<file path="src/rtl/fifo_reader_tx.sv">
// Pulls bytes from a FIFO and sends them as UART-style frames on tx:
// start bit, 8 data bits LSB first, optional even parity, stop bit.
module fifo_reader_tx #(
    parameter int CLKS_PER_BIT = 4,
    parameter int PARITY_EN    = 0
) (
    input  logic        clk,
    input  logic        rst,
    input  logic        tx_en,
    input  logic        buf_empty,
    input  logic [7:0]  buf_out,
    output logic        rd_en,
    output logic        tx,
    output logic        busy,
    output logic [15:0] byte_cnt
);

    typedef enum logic [2:0] {
        IDLE,
        POP,
        LOAD,
        START,
        DATA,
        PARITY,
        STOP
    } state_t;

    localparam logic [7:0] BIT_LAST = 8'(CLKS_PER_BIT - 1);

    state_t     state;
    logic [7:0] shreg;
    logic       par_bit;
    logic [7:0] bit_cnt;
    logic [2:0] bit_idx;
    logic       bit_done;

    assign bit_done = (bit_cnt == BIT_LAST);

    // Outputs are registered with the value belonging to the state being entered,
    // so tx/rd_en/busy always line up with the state they describe.
    always_ff @(posedge clk) begin
        if (rst) begin
            state    <= IDLE;
            tx       <= 1'b1;
            rd_en    <= 1'b0;
            busy     <= 1'b0;
            byte_cnt <= 16'h0000;
            shreg    <= 8'h00;
            par_bit  <= 1'b0;
            bit_cnt  <= 8'h00;
            bit_idx  <= 3'd0;
        end else begin
            rd_en <= 1'b0;
            case (state)
                IDLE: begin
                    tx   <= 1'b1;
                    busy <= 1'b0;
                    if (tx_en && !buf_empty) begin
                        state <= POP;
                        rd_en <= 1'b1;
                        busy  <= 1'b1;
                    end
                end
                POP: begin
                    state <= LOAD;
                end
                // buf_out is valid only during this cycle, one after the pop strobe
                LOAD: begin
                    shreg   <= buf_out;
                    par_bit <= ^buf_out;
                    bit_cnt <= 8'h00;
                    tx      <= 1'b0;
                    state   <= START;
                end
                START: begin
                    if (bit_done) begin
                        bit_cnt <= 8'h00;
                        bit_idx <= 3'd0;
                        tx      <= shreg[0];
                        state   <= DATA;
                    end else begin
                        bit_cnt <= bit_cnt + 8'd1;
                    end
                end
                DATA: begin
                    if (bit_done) begin
                        bit_cnt <= 8'h00;
                        if (bit_idx == 3'd7) begin
                            if (PARITY_EN != 0) begin
                                tx    <= par_bit;
                                state <= PARITY;
                            end else begin
                                tx    <= 1'b1;
                                state <= STOP;
                            end
                        end else begin
                            bit_idx <= bit_idx + 3'd1;
                            shreg   <= {1'b0, shreg[7:1]};
                            tx      <= shreg[1];
                        end
                    end else begin
                        bit_cnt <= bit_cnt + 8'd1;
                    end
                end
                PARITY: begin
                    if (bit_done) begin
                        bit_cnt <= 8'h00;
                        tx      <= 1'b1;
                        state   <= STOP;
                    end else begin
                        bit_cnt <= bit_cnt + 8'd1;
                    end
                end
                // Chain straight into the next pop when more data is waiting
                STOP: begin
                    if (bit_done) begin
                        bit_cnt  <= 8'h00;
                        byte_cnt <= byte_cnt + 16'd1;
                        if (tx_en && !buf_empty) begin
                            state <= POP;
                            rd_en <= 1'b1;
                        end else begin
                            state <= IDLE;
                            busy  <= 1'b0;
                        end
                    end else begin
                        bit_cnt <= bit_cnt + 8'd1;
                    end
                end
                default: begin
                    state <= IDLE;
                    tx    <= 1'b1;
                    busy  <= 1'b0;
                end
            endcase
        end
    end

endmodule

</file>
<file path="config.mk">
export PLATFORM = sky130hd
export DESIGN_NAME = fifo_reader_tx
export DESIGN_NICKNAME = d
export VERILOG_FILES = /design/src/rtl/fifo_reader_tx.sv
export SDC_FILE = /design/constraint.sdc
export NUM_CORES = 1
export LEC_CHECK = 0
export ABC_AREA = 1
export CORE_MARGIN = 8
export CORE_UTILIZATION = 45
export DETAILED_ROUTE_END_ITERATION = 8
export PLACE_DENSITY = 0.71
export SYNTH_ARGS = -nofsm -noshare
export SYNTH_HDL_FRONTEND = slang
export SYNTH_SLANG_ARGS = --single-unit
</file>
<file path="constraint.sdc">
create_clock -name clk -period 2 [get_ports clk]
set_input_delay 0.2 -clock clk [delete_from_list [all_inputs] [get_ports clk]]
set_output_delay 0.2 -clock clk [all_outputs]
set_load 0.01 [all_outputs]
</file>
==> flow_metrics.py <==
metrics = {
    "status": {
        "status": "finished clean",
    },
    "sta": {
        "period_share_pct": 81.04,
        "setup_ws_ps": 379.2,
        "fmax_mhz": 617.0,
        "rsz0062_at_grt": "no",
        "slew_violations": 0,
        "hold_viol": 0,
        "setup_total_negative_slack_ps": 0,
        "slew-limit-headroom_pct": 60.18,
        "fin_crit_ps": 1621,
        "fin_skew_ps": 6.294,
        "tightest_slew_ps": 596.6,
        "setup_violations": 0,
    },
    "synth": {
        "syn_inst": 344,
        "synth-compound-area-share_pct": 10.68,
        "synth_cell_type_count": 32,
        "synth-xor-area-share_pct": 2.242,
        "mappedNetlistArea_um2": 2343,
        "synth_area_leaders": "dfxtp_1, nand2_1, nor2_1",
        "yosys.area_share.simple_pct": 41.32,
        "synth_top_family_by_area": "simple AND/OR/NAND/NOR gates",
        "synth.area.mux_share_pct": 0,
        "synth_seq_cells": 41,
        "ys.flop_type": "dfxtp_1",
        "yosysWarningCount": 0,
        "async_reset_ff_share_pct": 0,
        "netlist_top_cells_count": "nand2_1, nor2_1, dfxtp_1, a21oi_1, nand3_1",
        "yosysMostFrequentCell": "nand2_1",
        "synthAdderAreaFrac_pct": 2.670,
        "netlist.area_leader.share_pct": 35.02,
        "seq_area_frac_synth_pct": 35.02,
        "synth_top_cell_by_area": "dfxtp_1",
        "synth_edf_count": 0,
        "syn_area_per_cell_um2": 6.812,
        "synth_nets": 361,
    },
    "detailed_routing": {
        "drtAntennaViolNets": 0,
        "first_iter_violations": 98,
        "wl_um": 4942,
        "via_per_inst": 4.845,
        "wire_per_inst_um": 11.13,
        "drc_errors": 0,
        "firstDrtPassIters": 4,
        "vias": 2151,
    },
    "clocking": {
        "cts_hold_buf": 0,
        "htreeDepth": 2,
        "cts_setup_buffers": 0,
        "cts_num_sinks": 41,
        "cts_buffers": 5,
        "cts_root_buf": "clkbuf_8",
        "clk_path_buf_depth": 2,
        "clkTransAtPathRegs_ps": 70,
        "cts_tree": "built",
        "postCtsResizedCells": 0,
        "insertion_delay_ps": 300,
    },
    "global_routing": {
        "antenna_found_initial": 0,
        "grt_pass1_wl_um": 8714,
        "grt_max_degree": 22,
        "gr-usage-all-layers_pct": 13.89,
        "grt_pass1_vias": 2023,
        "grt_overflow": 0,
    },
    "floorplan": {
        "core-area_um2": 5075,
        "die_w_um": 88.17,
        "die_area_um2": 7773,
        "ios": 31,
        "rows": 26,
        "initial_core_util_pct": 46.18,
        "die_h_um": 88.17,
    },
    "cells_and_area": {
        "area_delta_synth_final_pct": 18.21,
        "num_antenna_cells": 0,
        "multi_input_area_um2": 1334,
        "fillers": 532,
        "drive_gt1_share_pct": 9.358,
        "fin_nets": 391,
        "ff_latch_area_um2": 820.8,
    },
    "min_path": {
        "hp-class": "flip-flop to flip-flop",
    },
    "pwr": {
        "power_density_nw_per_um2": 820.1,
        "p_leak_nw": 1.138,
        "vdd_drop_max_v": 0.0005673,
    },
    "worst_setup_path": {
        "critical_path.endpoint_type": "flip-flop",
        "critPathMaxFanout": 12,
        "crit_slowest_cell": "dfxtp_1",
        "cp.arrival_ps": 1820,
        "cp_cell_sequence": "ha_1 > nand2_1 > nor2_1 > nand2_1 > nor2_4 > nand2_1 > o21ai_0 > nor2_1",
        "critical_path_class": "flip-flop to flip-flop",
        "cp_data_required_time_ps": 2200,
        "crit_top_cell": "nand2_1",
        "setup.worst_path.start_class": "flip-flop",
        "critPathBufInv": 0,
        "cpPeakStageDelay_ps": 360,
        "critical-path-top-delay-family": "simple AND/OR/NAND/NOR gates",
    },
    "job": {
        "drv_cap": 0,
    },
    "place": {
        "dpl.hpwl_um": 3656,
        "gp_congestion": 0.8440,
        "dp_slack_ps": 352.4,
        "numPortBuffers": 30,
    },
}
==> layout by cell type, fill, tap and decap left out, types with 2 or more instances in the layout <==
master | Yosys | layout
a21oi_1 | 30 | 30
a21oi_2 | 2 | 2
clkbuf_8 | 0 | 6
clkdlybuf4s50_1 | 0 | 30
dfxtp_1 | 41 | 41
ha_1 | 5 | 5
inv_1 | 27 | 27
inv_2 | 4 | 4
inv_4 | 2 | 2
nand2_1 | 103 | 103
nand2_2 | 4 | 4
nand2_4 | 2 | 2
nand3_1 | 30 | 30
nand3_2 | 2 | 2
nand3_4 | 2 | 2
nor2_1 | 44 | 44
nor2_2 | 2 | 2
nor2_4 | 3 | 3
nor2_8 | 3 | 3
nor3_1 | 2 | 2
o21ai_0 | 14 | 14
xnor2_1 | 2 | 2
xor2_1 | 4 | 4
==> state kept, by name (all words and copies together) (netlist names) <==
signal	count
state	3
bit_idx	3
byte_cnt	16
shreg	8
busy	1
bit_cnt	8
tx	1
rd_en	1
==> kinds of logic (layout without fill, tap and decap cells) <==
kind of cell,after synthesis,in the layout
AND/OR/NAND/NOR,202,202
XOR/XNOR,6,6
flip-flops,41,41
AO/OA/AOI/OAI,48,48
buffers and inverters,42,72
adder cells (fa/ha/maj),5,5
==> metal layers <==
metal | global-route usage, % | vias to the layer above | part of all wire, %
met3 | 3.189 | 10 | 2.9
li1 | - | 1151 | -
met2 | 22.54 | 30 | 46
met4 | 6.298 | 0 | 1.9
met5 | 0 | - | 0
met1 | 16.95 | 960 | 49
==> per-stage QoR <==
step | power [mW] | hold slack [ps] | cells | utilization (%) | cell area (µm²)
after floorplan | 1.570 | 356.2 | 344 | - | 2344
after global placement | 1.725 | 457.6 | 437 | 52.88 | 2684
after detailed placement | 1.735 | 453.6 | 437 | 52.88 | 2684
after CTS | 2.294 | 469.8 | 444 | 54.59 | 2770
after global routing | 2.425 | 484.8 | 444 | 54.59 | 2770
final | 2.272 | 468.6 | 444 | 54.59 | 2770
==> layout make-up <==
cell class / instances / share of cell area [%]
multi-input cells: 261 / 48.15
flip-flops and latches: 41 / 29.63
repair buffers: 31 / 11.11
inverters: 34 / 4.833
well taps: 70 / 3.162
clock buffers: 7 / 3.117
==> worst min-delay path, delay by kind of cell (launching register included) <==
family | cells | cell delay [ps]
AO/OA/AOI/OAI | 1 | 50
flip-flops | 1 | 310
AND/OR/NAND/NOR | 1 | 60
==> worst paths after layout <==
| path | from | end | slack (ps) | cells past startpoint |
|---|---|---|---|---|
| setup / recovery | bit_cnt[0]$_SDFFE_PP0P_ | byte_cnt[11]$_SDFFE_PP0P_ | 380 | 8 |
| hold / removal | busy$_SDFFE_PP0P_ | busy$_SDFFE_PP0P_ | 470 | 2 |
| setup reg to reg | bit_cnt[0]$_SDFFE_PP0P_ | byte_cnt[11]$_SDFFE_PP0P_ | 380 | 8 |
| hold reg to reg | busy$_SDFFE_PP0P_ | busy$_SDFFE_PP0P_ | 470 | 2 |
==> power breakdown <==
group | switching [mW] | internal [mW] | leakage [nW] | total, mW
sequential | 0.0885 | 0.904 | 0.332 | 0.992
combinational | 0.467 | 0.263 | 0.762 | 0.730
clock | 0.275 | 0.274 | 0.0443 | 0.549
Note: power is estimated with default switching activity, not from simulation.
